File: src/rtl/column_hamming_arb.sv
// Round-robin arbiter that shares one column Hamming decoder among NREQ requesters and
// buffers the corrected column in a one-entry valid/ready output stage.

module column_hamming_dec (
  input  logic [9:0] code,
  output logic [5:0] data,
  output logic       syn_err
);
  logic [5:0] d;
  logic [3:0] p;
  logic [3:0] syn;
  logic [5:0] flip;

  assign d = code[5:0];
  assign p = code[9:6];

  // Classic Hamming positions: p0=1 p1=2 d0=3 p2=4 d1=5 d2=6 d3=7 p3=8 d4=9 d5=10.
  assign syn[0] = p[0] ^ d[0] ^ d[1] ^ d[3] ^ d[4];
  assign syn[1] = p[1] ^ d[0] ^ d[2] ^ d[3] ^ d[5];
  assign syn[2] = p[2] ^ d[1] ^ d[2] ^ d[3];
  assign syn[3] = p[3] ^ d[4] ^ d[5];

  always_comb begin
    flip = '0;
    case (syn)
      4'd3:    flip = 6'b000001;
      4'd5:    flip = 6'b000010;
      4'd6:    flip = 6'b000100;
      4'd7:    flip = 6'b001000;
      4'd9:    flip = 6'b010000;
      4'd10:   flip = 6'b100000;
      default: flip = '0;
    endcase
  end

  assign data    = d ^ flip;
  assign syn_err = (syn != 4'd0);
endmodule

module column_hamming_arb #(
  parameter int unsigned NREQ  = 4,
  parameter int unsigned CNT_W = 8
) (
  input  logic                 clk,
  input  logic                 reset_n,
  input  logic [NREQ-1:0]      req,
  input  logic [10*NREQ-1:0]   req_word,
  output logic [NREQ-1:0]      gnt,
  output logic                 out_valid,
  input  logic                 out_ready,
  output logic [5:0]           out_col,
  output logic [2:0]           out_src,
  output logic                 out_syn_err,
  output logic [CNT_W-1:0]     err_count,
  input  logic                 err_clr
);
  typedef enum logic {StEmpty, StFull} state_e;

  state_e           state_q, state_d;
  logic [2:0]       ptr_q, ptr_d;
  logic [5:0]       col_q;
  logic [2:0]       src_q;
  logic             syn_q;
  logic [CNT_W-1:0] cnt_q, cnt_d;

  logic             can_accept;
  logic             grant;
  logic             found;
  logic [2:0]       gnt_idx;
  logic [7:0]       req_ext;
  logic [79:0]      word_ext;
  logic [9:0]       gnt_word;
  logic [5:0]       dec_col;
  logic             dec_err;
  logic [7:0]       gnt_ext;

  // Zero-extend to the 8-requester maximum so indexing needs no parameter-dependent widths.
  assign req_ext  = 8'(req);
  assign word_ext = 80'(req_word);

  // A new word may enter only if the output slot is empty or being drained this cycle.
  assign can_accept = (state_q == StEmpty) || out_ready;

  always_comb begin
    logic [3:0] cand;
    found   = 1'b0;
    gnt_idx = '0;
    cand    = '0;
    for (int unsigned off = 0; off < NREQ; off++) begin
      cand = {1'b0, ptr_q} + 4'(off);
      if (cand >= 4'(NREQ)) begin
        cand = cand - 4'(NREQ);
      end
      if (!found && req_ext[cand[2:0]]) begin
        found   = 1'b1;
        gnt_idx = cand[2:0];
      end
    end
  end

  assign grant    = found && can_accept;
  assign gnt_word = word_ext[gnt_idx*10 +: 10];

  column_hamming_dec u_dec (
    .code    (gnt_word),
    .data    (dec_col),
    .syn_err (dec_err)
  );

  // Gated by reset_n so no grant is shown for a word the held-in-reset register cannot take.
  assign gnt_ext = (grant && reset_n) ? (8'd1 << gnt_idx) : 8'd0;
  assign gnt     = gnt_ext[NREQ-1:0];

  always_comb begin
    logic [3:0] nxt;
    nxt   = {1'b0, gnt_idx} + 4'd1;
    ptr_d = ptr_q;
    if (grant) begin
      ptr_d = (nxt == 4'(NREQ)) ? 3'd0 : nxt[2:0];
    end
  end

  always_comb begin
    state_d = state_q;
    unique case (state_q)
      StEmpty: if (grant) state_d = StFull;
      StFull:  if (out_ready && !grant) state_d = StEmpty;
      default: state_d = StEmpty;
    endcase
  end

  always_comb begin
    cnt_d = cnt_q;
    if (err_clr) begin
      cnt_d = '0;
    end else if (grant && dec_err && (cnt_q != {CNT_W{1'b1}})) begin
      cnt_d = cnt_q + CNT_W'(1);
    end
  end

  always_ff @(posedge clk or negedge reset_n) begin
    if (!reset_n) begin
      state_q <= StEmpty;
      ptr_q   <= '0;
      col_q   <= '0;
      src_q   <= '0;
      syn_q   <= 1'b0;
      cnt_q   <= '0;
    end else begin
      state_q <= state_d;
      ptr_q   <= ptr_d;
      cnt_q   <= cnt_d;
      if (grant) begin
        col_q <= dec_col;
        src_q <= gnt_idx;
        syn_q <= dec_err;
      end
    end
  end

  assign out_valid   = (state_q == StFull);
  assign out_col     = col_q;
  assign out_src     = src_q;
  assign out_syn_err = syn_q;
  assign err_count   = cnt_q;
endmodule

File: config.mk
export PLATFORM = sky130hd
export DESIGN_NAME = column_hamming_arb
export DESIGN_NICKNAME = d
export VERILOG_FILES = /design/src/rtl/column_hamming_arb.sv
export SDC_FILE = /design/constraint.sdc
export NUM_CORES = 1
export LEC_CHECK = 0
export CORE_MARGIN = 3
export CORE_UTILIZATION = 49
export DETAILED_ROUTE_END_ITERATION = 10
export PLACE_DENSITY = 0.95
export SETUP_SLACK_MARGIN = 0.5
export SLEW_MARGIN = 15
export SYNTH_ARGS = -nofsm -noshare
export SYNTH_HDL_FRONTEND = slang
export SYNTH_SLANG_ARGS = --single-unit
export TNS_END_PERCENT = 1
File: constraint.sdc
create_clock -name clk -period 7.03 [get_ports clk]
set_input_delay 1.7575 -clock clk [delete_from_list [all_inputs] [get_ports clk]]
set_output_delay 1.7575 -clock clk [all_outputs]
set_load 0.02 [all_outputs]
# Yosys cells after proc, flatten, opt, wreduce, memory -nomap -nowiden
# Index checks and enable logic that the tools add are counted.
# W data, S select, Z words.
[totals]
ff_bits = 22
inputBits = 48
output_inout_bits = 23
[classes]
add_sub_neg = 9
n_mul = 1
magnitude_cmp = 8
n_eq_ne = 8
shift = 2
n_mux = 28
n_bitwise = 15
reduce_logical = 15
[op_table]
columns = ["operator", "count"]
rows = [
  ["$shiftx A80 B8 Y10", 1],
  ["$pmux W6 S6", 1],
  ["$mux W3", 9],
  ["$eq A4 B3 Y1 const B", 4],
  ["$lt A3 B4 Y1 const B", 4],
  ["$mux W8", 2],
  ["$xor A1 B1 Y1", 13],
  ["$bmux W1 S3", 4],
  ["$ge A4 B3 Y1 const B", 3],
  ["$sub A3 B3 Y3 const B", 4],
  ["$mux W1", 10],
  ["$add A3 B1 Y4 const B", 2],
  ["$add A3 B2 Y4 const B", 2],
  ["$add A8 B1 Y8 const B", 1],
  ["$eq A4 B4 Y1 const B", 2],
  ["$logic_and A1 B1 Y1", 8],
  ["$ne A8 B8 Y1 const B", 1],
  ["$mul A3 B3 Y6 const B", 1],
  ["$xor A6 B6 Y6", 1],
  ["$eq A4 B2 Y1 const B", 1],
  ["$logic_not A1 Y1", 4],
  ["$mux W4", 1],
  ["$reduce_bool A4 Y1", 1],
  ["$shl A1 B3 Y4 const A", 1],
  ["5 further kinds", 5],
]

# Longest topological paths before layout
# Gate-level depths: netlist of run 1.
[depth]
ltp_word = 25
ltp_mapped = 16

# By module
# From an unflattened synthesis of run 1, not the netlist that was laid out.
[hier_totals]
hier_cells = 205
area_unflattened_um2 = 2088.3
[modules_own_cells]
columns = ["mod", "instances", "cells_per_inst", "area_per_inst_um2"]
rows = [
  ["column_hamming_arb", 1, 177, 1810.5],
  ["column_hamming_dec", 1, 28, 277.8],
]

# Worst setup path after synthesis of run 1
# Ideal clock, no wire load.
[synth_timing]
path_type = "input-to-output"
start = "input req[3]"
end = "output gnt[3]"
t_arrival_ps = 3710
slack_ps = 1563
stages = 9
path_buffers = 1
cell_sequence = "mux2i_1 > o22ai_1 > and3_4 > a2111oi_4 > buf_2 > inv_1 > ha_1 > ha_1 > and3_1"
[synth_between]
word_cells_on_any_way = 26
cone_classes = "shift (1); mux (17); reduce/logical (8)"
[synth_lines]
columns = ["item", "line_no", "rtl"]
rows = [
  ["start, declared", "46", "input logic [NREQ-1:0] req,"],
  ["$bmux W1 S3", "94", "if (!found && req_ext[cand[2:0]]) begin"],
  ["$mux W1 (implied by the code)", "94", ""],
  ["$mux W1", "94", ""],
  ["$logic_not A1 Y1", "94", ""],
  ["$logic_and A1 B1 Y1", "94", ""],
  ["$mux W1", "94", ""],
  ["$logic_not A1 Y1", "94", ""],
  ["$logic_and A1 B1 Y1", "94", ""],
  ["$mux W1", "94", ""],
  ["$logic_not A1 Y1", "94", ""],
  ["$logic_and A1 B1 Y1", "94", ""],
  ["$mux W3 *", "94", ""],
  ["net gnt_idx[0]", "69", "logic [2:0] gnt_idx;"],
  ["$shl A1 B3 Y4 *", "111", "assign gnt_ext = (grant && reset_n) ? (8'd1 << gnt_idx) : 8'd0;"],
  ["$mux W4 *", "111", ""],
  ["end, declared", "48", "output logic [NREQ-1:0] gnt,"],
]
# Mark *: on every way through the listed nets, which the timed path passes. The rest lies on a longest branch. The select of a mux whose other input is x is not followed.

# Final worst setup path of run 1
[layout_timing]
start = "input req[3]"
end = "output gnt[0]"
[layout_between]
elab_chain_len = 15
word_cells_on_any_way = 26
cone_classes = "shift (1); mux (17); reduce/logical (8)"
[layout_lines]
columns = ["item", "line_no", "rtl"]
rows = [
  ["$bmux W1 S3", "94", ""],
  ["$mux W1 (implied by the code)", "94", ""],
  ["$mux W1", "94", ""],
  ["$logic_not A1 Y1", "94", ""],
  ["$logic_and A1 B1 Y1", "94", ""],
  ["$mux W1", "94", ""],
  ["$logic_not A1 Y1", "94", ""],
  ["$logic_and A1 B1 Y1", "94", ""],
  ["$mux W1", "94", ""],
  ["$logic_not A1 Y1", "94", ""],
  ["$logic_and A1 B1 Y1", "94", ""],
  ["$mux W1", "94", ""],
  ["$logic_and A1 B1 Y1", "101", "assign grant = found && can_accept;"],
  ["$logic_and A1 B1 Y1", "111", ""],
  ["$mux W4 *", "111", ""],
]
# Every way passes the cells marked *; elsewhere a longest branch is shown, timed or not. The select of a mux whose other input is x is not followed.

==> results of run 1 <==
## per-layer routing
metal | track usage (%) | vias to the layer above | share of wire [%]
met2 | 37.71 | 101 | 48
met1 | 30.55 | 849 | 43
li1 | - | 845 | -
met5 | 0 | - | 0
met4 | 7.158 | 0 | 2.6
met3 | 3.623 | 18 | 6.9
## sequential cells by signal, summed over array words and instances, names as in the netlist
register and cells:
out_col 6, err_count 8, out_src 3, ptr_q 3, out_valid 1, out_syn_err 1
## power by group
part | internal [W] | switching [W] | total, W | leakage, nW
registers | 0.000171 | 0.0000465 | 0.000217 | 0.271
logic | 0.000633 | 0.000773 | 0.00141 | 0.846
clock network | 0.0000380 | 0.0000343 | 0.0000723 | 0.0216
## final cells by class
class	instances	area share [%]
tap	48	2.196
multi-input combinational	153	48.35
sequential	22	20.13
timing repair buffer	74	26.72
clock buffer	3	1.510
inverter	8	1.098
## through the flow
stage / cells / util, % / area, sq um / hold WS [ns] / setup WS [ns]
after global routing: 308 / 73.06 / 2735 / 0.5234 / 0.5335
after floorplan: 192 / - / 1957 / 0.4846 / 1.563
final: 308 / 73.06 / 2735 / 0.4943 / 0.6661
after detailed placement: 305 / 71.89 / 2691 / 0.4753 / 0.7153
after CTS: 308 / 72.99 / 2733 / 0.4933 / 0.7036
after global placement: 305 / 71.89 / 2691 / 0.4613 / 0.8149
## cells by family after synthesis
family / count (synthesis) / synth area share [%]
flops: 22 / 28.13
other cells: 1 / 0.1916
compound gates: 39 / 14.07
mux: 23 / 19.57
simple gates: 60 / 16.05
buf+inv: 17 / 4.412
fa+ha+maj: 8 / 5.115
xor+xnor: 22 / 12.47
## placed cells by master, fill, tap and decap left out, types with 3 or more instances in the layout
cell type,synthesis,final
nand4_1,4,4
o21ai_0,10,10
nor2_1,15,14
dfrtp_1,22,22
clkbuf_8,0,3
nand2b_1,3,3
nand2_1,7,7
and3_1,6,6
clkdlybuf4s50_1,0,70
or3_1,6,6
xor2_1,12,12
buf_4,1,4
inv_1,8,8
a21oi_1,14,14
nand3_1,7,7
mux4_2,12,12
mux2i_1,9,9
nor4_1,4,4
ha_1,8,8
xnor2_1,6,6
a31oi_1,3,3
## worst paths after layout
check,slack (ns),depth (start not counted),end
worst max-delay path,0.67,9,gnt[0]
worst min-delay path,0.49,1,out_src[2]
worst max register to register,1.88,13,err_count[5]
worst min register to register,0.49,1,out_src[2]
max in group asynchronous,4.46,2,out_syn_err
min in group asynchronous,1.96,1,err_count[4]
==> impl_metrics.py, run 1 <==
metrics = {
    "route": {
        "routedWlPerCell_um": 17.46,
        "drcViolationCount": 0,
        "ant_nets": 0,
        "drt_iter0_drc": 156,
        "first_pass_iters": 4,
        "vias": 1813,
        "drt-total-wl_um": 5378,
        "via_per_inst": 5.886,
    },
    "synth": {
        "synth_edf_count": 0,
        "netlist_area_sq_mm": 0.001957,
        "yosys-top-cells-area": "dfrtp_1 28%, mux4_2 14%, xor2_1 5.4%, ha_1 5.1%, mux2i_1 4.6%",
        "syn_inst": 192,
        "synthFlopType": "dfrtp_1",
        "synth.top_cells.by_count": "22 x dfrtp_1, 15 x nor2_1, 14 x a21oi_1, 12 x mux4_2, 12 x xor2_1",
        "yosys_warnings": 0,
        "ys_types": 45,
        "yosysSeqAreaShare_pct": 28.13,
        "ys_async_sr_fraction_pct": 100.0,
        "synth.most_common_cell": "dfrtp_1",
        "yosysTopAreaCellShare_pct": 28.13,
        "synth_fp_nets": 248,
        "yosys.area.top_type": "dfrtp_1",
        "synth_seq_cells": 22,
        "postSynthAreaPerCell_sq_um": 10.19,
    },
    "clock_network": {
        "cts_resized": 0,
        "cts_setup_buffers": 0,
        "clk_pin_slew_ns": 0.07,
        "hold_buffers": 0,
        "cts-buffers-inserted": 3,
        "cts_tree": "built",
        "ctsRootBufferMaster": "clkbuf_8",
        "cts_buffer_depth": 2,
        "clkLatencyLatePin_ns": 0.25,
        "htreeDepth": 1,
        "clkSinkCount": 22,
    },
    "grt": {
        "grt_max_degree": 20,
        "antenna_found_initial": 0,
        "grt_pass1_vias": 1876,
        "grt_overflow": 0,
        "track_usage_pct": 22.76,
        "grt_pass1_wl_um": 8997,
    },
    "sta": {
        "tightestPinTransition_ns": 0.7701,
        "finalSetupViolCount": 0,
        "fmax_mhz": 157.1,
        "fin_crit_sh_pct": 90.52,
        "hold_viol": 0,
        "layout_min_cycle_time_ns": 6.364,
        "final.setup.tns_ns": 0,
        "relSlewSlack_pct": 48.50,
        "rsz0062_at_grt": "no",
        "fin_skew_ns": 0.001869,
        "slew_viol_final": 0,
    },
    "cells_and_area": {
        "seqCellArea_sq_um": 550.5,
        "drive_above_1_share_pct": 11.54,
        "antenna_cells": 0,
        "final_nets": 318,
        "area_growth_pct": 39.77,
        "multi_input_area_sq_mm": 0.001323,
        "fillers": 265,
    },
    "setup_path": {
        "cp_cell_sequence": "clkdlybuf4s50_1 > mux2i_1 > o22ai_1 > and3_4 > a2111oi_4 > buf_4 > ha_1 > and3_1 > clkdlybuf4s50_1",
        "cp.arrival_ns": 4.61,
        "end_kind": "output port",
        "slowest_stage": "clkdlybuf4s50_1",
        "worst-path-buf-inv": 3,
        "cpPeakStageDelay_ns": 0.62,
        "path_class": "input pin to output port",
        "startpoint_type": "input pin",
        "required_ns": 5.27,
        "cp_top_family": "buffers and inverters",
        "r2r_start": "ptr_q[0]",
        "cp_max_fo": 16,
        "cpMostUsedCell": "clkdlybuf4s50_1",
        "crit_start": "req[3]",
    },
    "floorplanning": {
        "initial_core_util_pct": 52.27,
        "rows": 22,
        "coreArea_sq_mm": 0.003744,
        "fp.dieW_um": 69.20,
        "fp.dieArea_sq_mm": 0.004788,
        "ioPinCount": 71,
        "die_y_um": 69.20,
    },
    "worst_hold_path": {
        "hold_path_class": "register to register",
        "hp-start": "out_src[2]",
    },
    "power": {
        "powerDensity_mw_per_mm2": 620.0,
        "total_power_w": 0.001696,
        "p_leak_nw": 1.138,
        "vdd_ir_drop_max_uv": 340.9,
    },
    "place": {
        "dp_hpwl_um": 4193,
        "routabilityCongestion": 0.9804,
        "portBuffers": 70,
    },
    "status": {
        "status": "completed",
    },
    "run": {
        "maxCapViolations": 0,
    },
}
Note: power is estimated with default switching activity, not from simulation.
==> inputs of run 2 (changes only) <==
--- a/config.mk
+++ b/config.mk
@@ -11,2 +11,3 @@
 export PLACE_DENSITY = 0.95
+export RECOVER_POWER = 100
 export SETUP_SLACK_MARGIN = 0.5
--- a/constraint.sdc
+++ b/constraint.sdc
@@ -3,2 +3,2 @@
 set_output_delay 1.7575 -clock clk [all_outputs]
-set_load 0.02 [all_outputs]
+set_load 0.05 [all_outputs]
==> impl_metrics.py, run 2 (synthesis gave the netlist of run 1 again) <==
metrics = {
    "clock_network": {
        "htreeDepth": 1,
        "ctsRootBufferMaster": "clkbuf_8",
        "clkLatencyLatePin_ns": 0.26,
        "cts-buffers-inserted": 3,
        "cts_resized": 0,
        "cts_tree": "built",
        "clk_pin_slew_ns": 0.08,
        "cts_buffer_depth": 2,
        "cts_setup_buffers": 0,
        "hold_buffers": 0,
        "clkSinkCount": 22,
    },
    "setup_path": {
        "cp_max_fo": 15,
        "required_ns": 5.27,
        "cp_top_family": "buffers and inverters",
        "cpPeakStageDelay_ns": 0.65,
        "startpoint_type": "input pin",
        "cp.arrival_ns": 4.51,
        "worst-path-buf-inv": 4,
        "slowest_stage": "dlygate4sd3_1",
        "end_kind": "output port",
        "cp_cell_sequence": "dlygate4sd3_1 > mux4_2 > a2bb2oi_1 > nor3_1 > o22ai_2 > buf_4 > inv_1 > ha_1 > ha_1 > and3_1 > buf_4",
        "path_class": "input pin to output port",
    },
    "cells_and_area": {
        "mostFrequentLayoutCell": "clkdlybuf4s50_1",
        "final_nets": 317,
        "largest_reg_flops": 8,
        "area_growth_pct": 38.62,
        "antenna_cells": 0,
        "mostFrequentLayoutCells": "45 x clkdlybuf4s50_1, 22 x dfrtp_1, 21 x dlygate4sd3_1, 15 x nor2_1, 14 x a21oi_1",
        "drive_above_1_share_pct": 11.54,
    },
    "floorplanning": {
        "die_y_um": 69.20,
        "coreArea_sq_mm": 0.003744,
        "fp.dieW_um": 69.20,
        "fp.dieArea_sq_mm": 0.004788,
        "initial_core_util_pct": 52.27,
        "rows": 22,
        "ioPinCount": 71,
    },
    "route": {
        "first_pass_iters": 4,
        "drcViolationCount": 0,
        "vias": 1797,
        "drt-total-wl_um": 5056,
        "drt_iter0_drc": 166,
        "routedWlPerCell_um": 16.42,
        "ant_nets": 0,
        "via_per_inst": 5.834,
    },
    "sta": {
        "rsz0062_at_grt": "no",
        "relSlewSlack_pct": 28.52,
        "finalSetupViolCount": 0,
        "tightestPinTransition_ns": 1.061,
        "final.setup.tns_ns": 0,
        "slew_viol_final": 0,
        "hold_viol": 0,
        "fin_crit_sh_pct": 89.09,
        "fmax_mhz": 159.7,
        "layout_min_cycle_time_ns": 6.263,
        "fin_skew_ns": 0.005979,
    },
    "place": {
        "dp_hpwl_um": 4019,
        "routabilityCongestion": 0.8961,
        "portBuffers": 70,
    },
    "grt": {
        "grt_max_degree": 19,
        "antenna_found_initial": 0,
        "grt_pass1_vias": 1897,
        "track_usage_pct": 21.30,
        "grt_overflow": 0,
        "grt_pass1_wl_um": 8569,
    },
    "run": {
        "maxCapViolations": 0,
    },
    "status": {
        "status": "completed",
    },
    "worst_hold_path": {
        "hold_path_class": "register to register",
    },
}
## run 2: cell count changes in the layout (fill, tap and decap cells not counted), sizes merged
cell,delta
clkbuf,+2
clkdlybuf4s50,-25
buf,+2
dlygate4sd3,+21
## run 2: worst register-to-register path, stage by stage (launching register included)
cell and delay (ns):
dfrtp_1 0.65, inv_1 0.23, ha_1 0.57, mux4_2 0.37, a2bb2oi_1 0.25, nor3_1 0.09
o22ai_2 0.10, buf_4 0.27, mux4_2 0.60, xor2_1 0.16, xnor3_1 0.54, o41ai_2 1.01
o21ai_0 0.22, a21oi_1 0.18
## run 2: final timing paths
kind	to	slack, ns	depth (start not counted)	from
min	out_src[1]	0.49	2	out_src[1]
max in group asynchronous	ptr_q[2]	4.21	2	reset_n
min in group asynchronous	out_src[1]	1.98	1	reset_n
max	gnt[3]	0.77	11	req[3]
min reg2reg	out_src[1]	0.49	2	out_src[1]
max reg2reg	err_count[6]	1.71	13	ptr_q[0]
## run 2: layout make-up
| cell class | instances | area (sq um) |
|---|---|---|
| multi-input combinational | 153 | 1308 |
| inverter | 8 | 30.03 |
| fill | 263 | 1031 |
| clock buffer | 4 | 55.05 |
| timing repair buffer | 73 | 709.4 |
| tap | 48 | 60.06 |
| sequential | 22 | 550.5 |
## run 2: per-layer routing
metal  vias to the layer above  global-route usage, %  share of wire, %
met1                       875                  28.52                44
met4                         0                  3.905              0.73
met5                         -                      0                 0
met3                         4                  3.913               6.4
li1                        848                      -                 -
met2                        70                  36.33                48
## run 2: through the flow
step                      util (%)  instances  setup WS [ns]  instance area, sq um  hold WS [ns]
after floorplan                  -        192          1.459                  1957        0.4846
after detailed placement     71.42        304         0.8606                  2674        0.4732
final                        72.46        308         0.7666                  2713        0.4881
after CTS                    72.89        308         0.8587                  2729        0.4985
after global routing         72.46        308         0.4442                  2713        0.4995
after global placement       71.42        304         0.9502                  2674        0.4617
Power of run 2 is left out: the tool's default activity adds up to more than one toggle a clock period on the data nets, which glitch-free logic cannot reach.
